`config.mk`:
```
export PLATFORM = sky130hd
export DESIGN_NAME = key_input_flat
export DESIGN_NICKNAME = d
export VERILOG_FILES = /design/src/rtl/key_input_pkg.sv /design/src/rtl/key_input_if.sv /design/src/rtl/key_debounce.sv /design/src/rtl/key_input.sv /design/src/flat_wrapper.sv
export SDC_FILE = /design/constraint.sdc
export NUM_CORES = 1
export LEC_CHECK = 0
export ABC_AREA = 0
export CORE_ASPECT_RATIO = 1.75
export CORE_MARGIN = 1
export CORE_UTILIZATION = 40
export DETAILED_ROUTE_END_ITERATION = 8
export PLACE_DENSITY = 0.68
export SLEW_MARGIN = 20
export SYNTH_ARGS = -nofsm -noshare
export SYNTH_HDL_FRONTEND = slang
export SYNTH_SLANG_ARGS = --single-unit
```
`constraint.sdc`:
```
create_clock -name clk -period 2.6 [get_ports clk]
set_clock_uncertainty 0.15 [all_clocks]
set_input_delay 0.52 -clock clk [delete_from_list [all_inputs] [get_ports clk]]
set_output_delay 0.52 -clock clk [all_outputs]
set_load 0.01 [all_outputs]
```
`src/rtl/key_input_pkg.sv`:
```
// Shared constants and register decode for the key_input peripheral.
package key_input_pkg;

  localparam logic [31:0] ADDR_VER    = 32'h0000_0000;
  localparam logic [31:0] ADDR_STATUS = 32'h0000_0004;
  localparam logic [31:0] ADDR_EVENT  = 32'h0000_0008;
  localparam logic [31:0] ADDR_IRQEN  = 32'h0000_000C;

  localparam logic [31:0] HW_VER = 32'h0000_0001;

  // Register selected by a bus address; only exact matches decode.
  typedef enum logic [2:0] {
    REG_VER,
    REG_STATUS,
    REG_EVENT,
    REG_IRQEN,
    REG_NONE
  } reg_sel_e;

  function automatic reg_sel_e decode_addr(input logic [31:0] addr);
    reg_sel_e sel;
    case (addr)
      ADDR_VER:    sel = REG_VER;
      ADDR_STATUS: sel = REG_STATUS;
      ADDR_EVENT:  sel = REG_EVENT;
      ADDR_IRQEN:  sel = REG_IRQEN;
      default:     sel = REG_NONE;
    endcase
    return sel;
  endfunction

endpackage

```
`src/rtl/key_input_if.sv`:
```
// CPU register bus: single-cycle write strobe and registered read port.
interface key_input_if;

  logic        wr;
  logic [31:0] waddr;
  logic [31:0] wdata;
  logic        rd;
  logic [31:0] raddr;
  logic [31:0] rdata;

  modport master (
    output wr, waddr, wdata, rd, raddr,
    input  rdata
  );

  modport slave (
    input  wr, waddr, wdata, rd, raddr,
    output rdata
  );

endinterface

```
`src/rtl/key_debounce.sv`:
```
// One key channel: 2-FF synchronizer on the inverted pin, debounce counter,
// debounced level and a one-cycle press pulse.
module key_debounce #(
  parameter int unsigned DEBOUNCE_CYCLES = 500000
) (
  input  logic clk,
  input  logic rstn,
  input  logic key_pin,
  output logic stable,
  output logic press
);

  localparam int unsigned CW = (DEBOUNCE_CYCLES > 1) ? $clog2(DEBOUNCE_CYCLES) : 1;
  localparam logic [CW-1:0] CNT_LAST = CW'(DEBOUNCE_CYCLES - 1);

  logic          sync_1;
  logic          sync;
  logic [CW-1:0] cnt;
  logic          accept;

  // Level change is accepted on the cycle the count of disagreeing samples completes.
  always_comb begin
    accept = (sync != stable) && (cnt == CNT_LAST);
    press  = accept && sync;
  end

  // Synchronizer, counter and debounced level; all reset to released.
  always_ff @(posedge clk or negedge rstn) begin
    if (!rstn) begin
      sync_1 <= 1'b0;
      sync   <= 1'b0;
      cnt    <= '0;
      stable <= 1'b0;
    end else begin
      sync_1 <= ~key_pin;
      sync   <= sync_1;
      if (sync == stable) begin
        cnt <= '0;
      end else if (accept) begin
        stable <= sync;
        cnt    <= '0;
      end else begin
        cnt <= cnt + 1'b1;
      end
    end
  end

endmodule

```
`src/rtl/key_input.sv`:
```
// Memory-mapped push-button peripheral: debounced STATUS, sticky W1C EVENT
// flags, IRQ_EN mask and a level interrupt.
module key_input
  import key_input_pkg::*;
#(
  parameter int unsigned N_KEYS          = 4,
  parameter int unsigned DEBOUNCE_CYCLES = 500000
) (
  input  logic              clk,
  input  logic              rstn,
  key_input_if.slave        bus,
  input  logic [N_KEYS-1:0] key_pin,
  output logic              irq
);

  // Bits above N_KEYS are held at zero; keeping the registers 32 bits wide
  // lets every write-data bit feed the masked update.
  localparam logic [31:0] KEY_MASK =
    (N_KEYS >= 32) ? 32'hFFFF_FFFF : ((32'd1 << N_KEYS) - 32'd1);

  logic [N_KEYS-1:0] status;
  logic [N_KEYS-1:0] press;
  logic [31:0]       event_q;
  logic [31:0]       irqen_q;
  logic [31:0]       w1c;
  logic [31:0]       rmux;
  reg_sel_e          wsel;
  reg_sel_e          rsel;

  for (genvar g = 0; g < N_KEYS; g++) begin : g_key
    key_debounce #(
      .DEBOUNCE_CYCLES(DEBOUNCE_CYCLES)
    ) u_debounce (
      .clk    (clk),
      .rstn   (rstn),
      .key_pin(key_pin[g]),
      .stable (status[g]),
      .press  (press[g])
    );
  end

  // Address decode and the write-1-to-clear mask for EVENT.
  always_comb begin
    wsel = decode_addr(bus.waddr);
    rsel = decode_addr(bus.raddr);
    w1c  = '0;
    if (bus.wr && (wsel == REG_EVENT)) begin
      w1c = bus.wdata & KEY_MASK;
    end
  end

  // Sticky event flags and interrupt enable; a press in the same cycle as
  // its clear keeps the bit set.
  always_ff @(posedge clk or negedge rstn) begin
    if (!rstn) begin
      event_q <= '0;
      irqen_q <= '0;
    end else begin
      event_q <= (event_q & ~w1c) | 32'(press);
      if (bus.wr && (wsel == REG_IRQEN)) begin
        irqen_q <= bus.wdata & KEY_MASK;
      end
    end
  end

  // Read mux over the pre-update register values.
  always_comb begin
    rmux = '0;
    case (rsel)
      REG_VER:    rmux = HW_VER;
      REG_STATUS: rmux = 32'(status);
      REG_EVENT:  rmux = event_q;
      REG_IRQEN:  rmux = irqen_q;
      default:    rmux = '0;
    endcase
  end

  // Registered read data, held until the next read strobe.
  always_ff @(posedge clk or negedge rstn) begin
    if (!rstn) begin
      bus.rdata <= '0;
    end else if (bus.rd) begin
      bus.rdata <= rmux;
    end
  end

  // Level interrupt from registered flags and mask.
  always_comb begin
    irq = |(event_q & irqen_q);
  end

endmodule

```
`src/flat_wrapper.sv`:
```
// flat-port wrapper written by rule: the top's interface ports become plain ports
module key_input_flat import key_input_pkg::*;
#(
  parameter int unsigned N_KEYS          = 4,
  parameter int unsigned DEBOUNCE_CYCLES = 500000
)
  (clk, rstn, key_pin, irq, bus_wr, bus_waddr, bus_wdata, bus_rd, bus_raddr, bus_rdata);
  key_input_if bus_i ();
  input  logic clk;
  input  logic rstn;
  input  logic [N_KEYS-1:0] key_pin;
  output logic irq;
  input wire logic [$bits(bus_i.wr)-1:0] bus_wr;
  input wire logic [$bits(bus_i.waddr)-1:0] bus_waddr;
  input wire logic [$bits(bus_i.wdata)-1:0] bus_wdata;
  input wire logic [$bits(bus_i.rd)-1:0] bus_rd;
  input wire logic [$bits(bus_i.raddr)-1:0] bus_raddr;
  output wire logic [$bits(bus_i.rdata)-1:0] bus_rdata;
  assign bus_i.wr = bus_wr;
  assign bus_i.waddr = bus_waddr;
  assign bus_i.wdata = bus_wdata;
  assign bus_i.rd = bus_rd;
  assign bus_i.raddr = bus_raddr;
  assign bus_rdata = bus_i.rdata;
  key_input #(.N_KEYS(N_KEYS), .DEBOUNCE_CYCLES(DEBOUNCE_CYCLES)) u_core (.clk(clk), .rstn(rstn), .bus(bus_i), .key_pin(key_pin), .irq(irq));
endmodule
```
After elaboration in Yosys (flattened, before gate mapping)
Cells that the tools add are included.

$add $sub $neg: 4. Eq/ne operators: 23. Muxes and demuxes: 12. Bitwise gates (word level): 12. Reduce and logical (&&, ||, !) cells: 18.

Operators by type and width (number): $mux W19 (8); $eq A32 B4 Y1 const B (4); $pmux W32 S4 (1); $add A19 B1 Y19 const B (4); $eq A19 B19 Y1 const B (4); $eq A32 B3 Y1 const B (2); $logic_not A32 Y1 (2); $and A32 B32 Y32 (1); $and A32 B4 Y32 (1); $not A4 Y32 (1); $or A32 B4 Y32 (1); $reduce_or A32 Y1 (1); $pmux W3 S4 (2); $eq A3 B2 Y1 const B (4); $logic_and A1 B1 Y1 (10); $not A1 Y1 (8); $reduce_and A2 Y1 (4); $eq A1 B1 Y1 (4); $mux W4 (1); $ne A1 B1 Y1 (4); $eq A3 B1 Y1 const B (1); $logic_not A3 Y1 (1).

Flip-flop bits (word level): 156. Output and inout port bits: 33. Logic and storage cells: 88.

Logic depth before layout (Yosys ltp)
Word-level depth: 8. Gate-level depth with buffers: 7.

Modules after synthesis
Synthesis repeated with hierarchy kept, for this count alone.

Cells, all modules: 518. Area total of the unflattened synthesis: 5387.7 um^2.

Modules (own cells, without submodules): key_debounce at u_core.g_key[0].u_debounce ... (times used 3, cells each 102, area an instance 1102.3 um^2, seq. area each 550.5 um^2); key_debounce at u_core.g_key[1].u_debounce (times used 1, cells each 103, area an instance 1112.3 um^2, seq. area each 550.5 um^2); key_input (times used 1, cells each 109, area an instance 968.4 um^2, seq. area each 300.3 um^2).

Worst setup path before layout
OpenSTA, ideal clock, no wires.

Kind: input to register. From: in bus_waddr[24]. To: reg u_core.irqen_q[0]. Arrival time: 1759 ps. Data required time: 2325 ps. Slack: 566 ps. Stages on the path: 4. Path buffers: 0. Path through: nor4b_1 -> nand4_1 -> nor3_1 -> mux2_2.

Longest elaborated chain between the ends: 4.

Ends and longest elaborated chain: start, declared (RTL line flat_wrapper.sv:14) `input wire logic [$bits(bus_i.waddr)-1:0] bus_waddr;`; $eq A32 B4 Y1, or another cell as far along (RTL line key_input_pkg.sv:22) `case (addr)`; $pmux W3 S4 * (RTL line key_input_pkg.sv:22); $eq A3 B2 Y1 * (RTL line key_input.sv:60) `if (bus.wr && (wsel == REG_IRQEN)) begin`; $logic_and A1 B1 Y1 * (RTL line key_input.sv:60); end signal, assigned (RTL line key_input.sv:61) `irqen_q <= bus.wdata & KEY_MASK;`; end, declared (RTL line key_input.sv:24) `logic [31:0] irqen_q;`.

Mark *: on every way between the ends. The rest lies on a longest branch, timed or not. A chain may end at the register's enable or synchronous reset.

Final worst setup path
From: reg u_core.event_q[1]. To: out irq.

Longest elaborated chain between the ends: 2.

Ends and longest elaborated chain: start, declared (RTL line key_input.sv:23) `logic [31:0] event_q;`; start signal, assigned (RTL line key_input.sv:59) `event_q <= (event_q & ~w1c) | 32'(press);`; $and A32 B4 Y32 (RTL line key_input.sv:89) `irq = |(event_q & irqen_q);`; $reduce_or A32 Y1 (RTL line key_input.sv:89); end, declared (RTL line flat_wrapper.sv:12) `output logic irq;`.

No other way between the ends.

==> flow_summary.json <==
{
  "status": "finished, final reports clean",
  "hp-class": "reg -> reg",
  "port-buffer-count": 80,
  "start_util": 0.408,
  "post_cts_buffers": 0,
  "p_int_w": 0.00238,
  "antenna_found_initial": 0,
  "nFillCells": 1248,
  "rsz0062_at_grt": "no",
  "std_cell_rows": 55,
  "io_pins": 137,
  "period_share": 0.834,
  "gr-usage-all-layers": 0.179,
  "synth_cells": 544,
  "post-route-util": 0.503,
  "overflow": 0,
  "dp_hpwl_um": 8680,
  "synth_area_leader_cell": "dfrtp_1",
  "cp-end-kind": "output port",
  "layout_min_cycle_time_ns": 2.17,
  "cap_violations": 0,
  "postRouteAntennaNets": 0,
  "worstSetupPathType": "reg -> out",
  "grt_pass1_wl_um": 19100,
  "insertion_delay_ns": 0.35,
  "h-tree-depth": 3,
  "drc": 0,
  "p_switching_w": 0.000755,
  "dr.pass1.iters": 4,
  "clkTransAtPathRegs_ns": 0.07,
  "cts_resized": 0,
  "place_ws_ns": 0.110,
  "vias": 4290,
  "avgSynthCellArea_um2": 9.71,
  "multi_input_area_mm2": 0.00253,
  "netlist_area_mm2": 0.00528,
  "hold_depth": 0,
  "r2r_cells": 5,
  "synth_cell_types": 51,
  "nets": 740,
  "r2r_end": "u_core.g_key[3].u_debounce.stable$_DFFE_PN0P_",
  "synth_most_common_cell": "dfrtp_1",
  "irDropWorstVdd_mv": 0.318,
  "ys_warn_count": 0,
  "synth_common_cells": "dfrtp_1, nor2_1, nand2_1, xnor2_1",
  "diodes": 0,
  "area_delta_synth_final_pct": 23.2,
  "fmax_mhz": 461,
  "die_w_um": 88.9,
  "tightest_slew_ns": 0.548,
  "slew_viol_final": 0,
  "sw_frac_of_total": 0.241,
  "cts_root_buf": "clkbuf_16",
  "post_route_cells_drive_above_1_share": 0.0911,
  "tritoncts": "done",
  "numCtsBuffers": 9,
  "yosysSeqAreaShare": 0.474,
  "coreArea_mm2": 0.0129,
  "critPathRequiredTime_ns": 1.93,
  "cts.sinks": 100,
  "maxSlewHeadroom": 0.632,
  "start_kind": "register",
  "synth-edff-count": 0,
  "synthArstFlopShare": 1.00,
  "clockBufferDepth": 2,
  "globalplace.congestion": 0.842,
  "p_clk_frac": 0.409,
  "p_seq_frac": 0.509,
  "r2r_start": "u_core.g_key[3].u_debounce.cnt[0]$_DFF_PN0_",
  "power.total_w": 0.00313,
  "ys_seq_elements": 100,
  "synthFlopType": "dfrtp_1",
  "whs_ns": 0.193,
  "worstPathArrival_ns": 1.50,
  "synth_top_cell_area_share": 0.474,
  "timing.setup.tns_ns": 0,
  "p_comb_frac": 0.081,
  "setup_violations": 0,
  "synthTopCellsByArea": "dfrtp_1, xnor2_1, nor2_1, buf_4, nor4_1",
  "viasPerCell": 5.31,
  "drt_iter0_markers": 149,
  "setup_slack_ns": 0.433,
  "seq_area_mm2": 0.00250,
  "r2r_slack_ns": 0.45,
  "p_leak_nw": 2.56,
  "die_h_um": 154,
  "grt_pass1_vias": 4271,
  "die_area_mm2": 0.0137,
  "hold_path.startpoint": "u_core.g_key[2].u_debounce.sync_1$_DFF_PN0_",
  "grt_max_degree": 41,
  "final_hold_viol_count": 0,
  "power_density_mw_per_mm2": 481,
  "cp_max_fo": 3,
  "routedWlPerCell_um": 14.2,
  "drt-total-wl_um": 11500,
  "min_to": "u_core.g_key[2].u_debounce.sync$_DFF_PN0_"
}
-- how the worst max path moves through the flow --
stage | from | end | slack [ns] | cells after the start
floorplan | bus_waddr[24] | u_core.irqen_q[0]$_DFFE_PN0P_ | 0.57 | 4
global placement | bus_waddr[29] | u_core.event_q[0]$_DFF_PN0_ | 0.1 | 5
detailed placement | bus_waddr[29] | u_core.event_q[0]$_DFF_PN0_ | 0.11 | 5
CTS | u_core.event_q[1]$_DFF_PN0_ | irq | 0.42 | 3
global route | u_core.g_key[3].u_debounce.cnt[0]$_DFF_PN0_ | u_core.g_key[3].u_debounce.stable$_DFFE_PN0P_ | 0.31 | 5
finish | u_core.event_q[1]$_DFF_PN0_ | irq | 0.43 | 3
-- routing by layer --
layer / vias to the layer above / part of all wire / GRT usage / routed length (um)
met5: - / 0 / 0 / 0
met1: 2072 / 0.39 / 0.206 / 4500
met4: 0 / 0.020 / 0.0745 / 225
met2: 129 / 0.54 / 0.319 / 6140
li1: 2073 / - / - / -
met3: 16 / 0.052 / 0.0301 / 596
-- placed cells by master, fill, tap and decap left out, drive strengths merged, types with 2 or more instances in the layout --
| cell type | count |
|---|---|
| or4b | 2 |
| inv | 21 |
| nor3b | 2 |
| and2 | 2 |
| or4 | 8 |
| clkbuf | 9 |
| o31ai | 9 |
| o21ai | 13 |
| clkinvlp | 2 |
| a32oi | 3 |
| nor4 | 32 |
| buf | 13 |
| and3 | 4 |
| nor2 | 61 |
| a21oi | 25 |
| xor2 | 18 |
| nand4 | 21 |
| or2 | 7 |
| nor4b | 6 |
| nor3 | 9 |
| o41ai | 5 |
| dfrtp | 100 |
| and4 | 7 |
| nor2b | 2 |
| mux2 | 11 |
| clkdlybuf4s50 | 79 |
| nand2b | 9 |
| conb | 28 |
| nand3 | 33 |
| xnor2 | 33 |
| a22oi | 2 |
| or3 | 14 |
| ha | 4 |
| nand2 | 33 |
-- what timing repair did --
item / 4_1_cts / 5_1_grt
endpoints found under the hold margin: 30 / 0
hold buffers: 1 / 0
setup endpoints to repair: 0 / 0
-- flip-flops by register name, indices dropped and copies added, names as in the netlist --
name,cells
u_core.g_key.u_debounce.cnt,76
u_core.irqen_q,4
u_core.event_q,4
u_core.g_key.u_debounce.sync_1,4
u_core.bus.rdata,4
u_core.g_key.u_debounce.stable,4
u_core.g_key.u_debounce.sync,4
-- power by group through the flow --
stage | Combinational, W | Sequential [W] | Clock (W)
3_5_place_dp | 0.000258 | 0.00163 | 0
5_1_grt | 0.000286 | 0.00160 | 0.00138
6_report | 0.000255 | 0.00160 | 0.00128
2_1_floorplan | 0.000116 | 0.00162 | 0
4_1_cts | 0.000260 | 0.00160 | 0.00132
3_3_place_gp | 0.000252 | 0.00163 | 0
-- metrics by stage --
stage / area (um^2) / instances
3_5_place_dp: 6220 / 791
4_1_cts: 6510 / 808
3_3_place_gp: 6220 / 791
6_report: 6510 / 808
5_1_grt: 6510 / 808
2_1_floorplan: 5390 / 571
-- area by class of cell --
cell class	count	share of cell area
inverter	17	0.00980
clock inverter	7	0.00884
multi-input combinational	411	0.389
clock buffer	9	0.0346
timing repair buffer	93	0.140
sequential	100	0.384
tap	171	0.0329
-- worst max-delay path: stages (launching register included) --
cell,delay [ns]
dfrtp_1,0.40
a22oi_1,0.20
nand2_1,0.07
clkdlybuf4s50_1,0.49
-- logic make-up after synthesis --
logic type | count (synthesis) | share of synthesized area
simple gates | 256 | 0.264
flops | 100 | 0.474
compound gates | 60 | 0.0762
buf+inv | 60 | 0.0658
xor+xnor | 51 | 0.0845
mux | 12 | 0.0253
fa+ha+maj | 4 | 0.00947
other cells | 1 | 0.000710
Note: power is estimated with default switching activity, not from simulation.
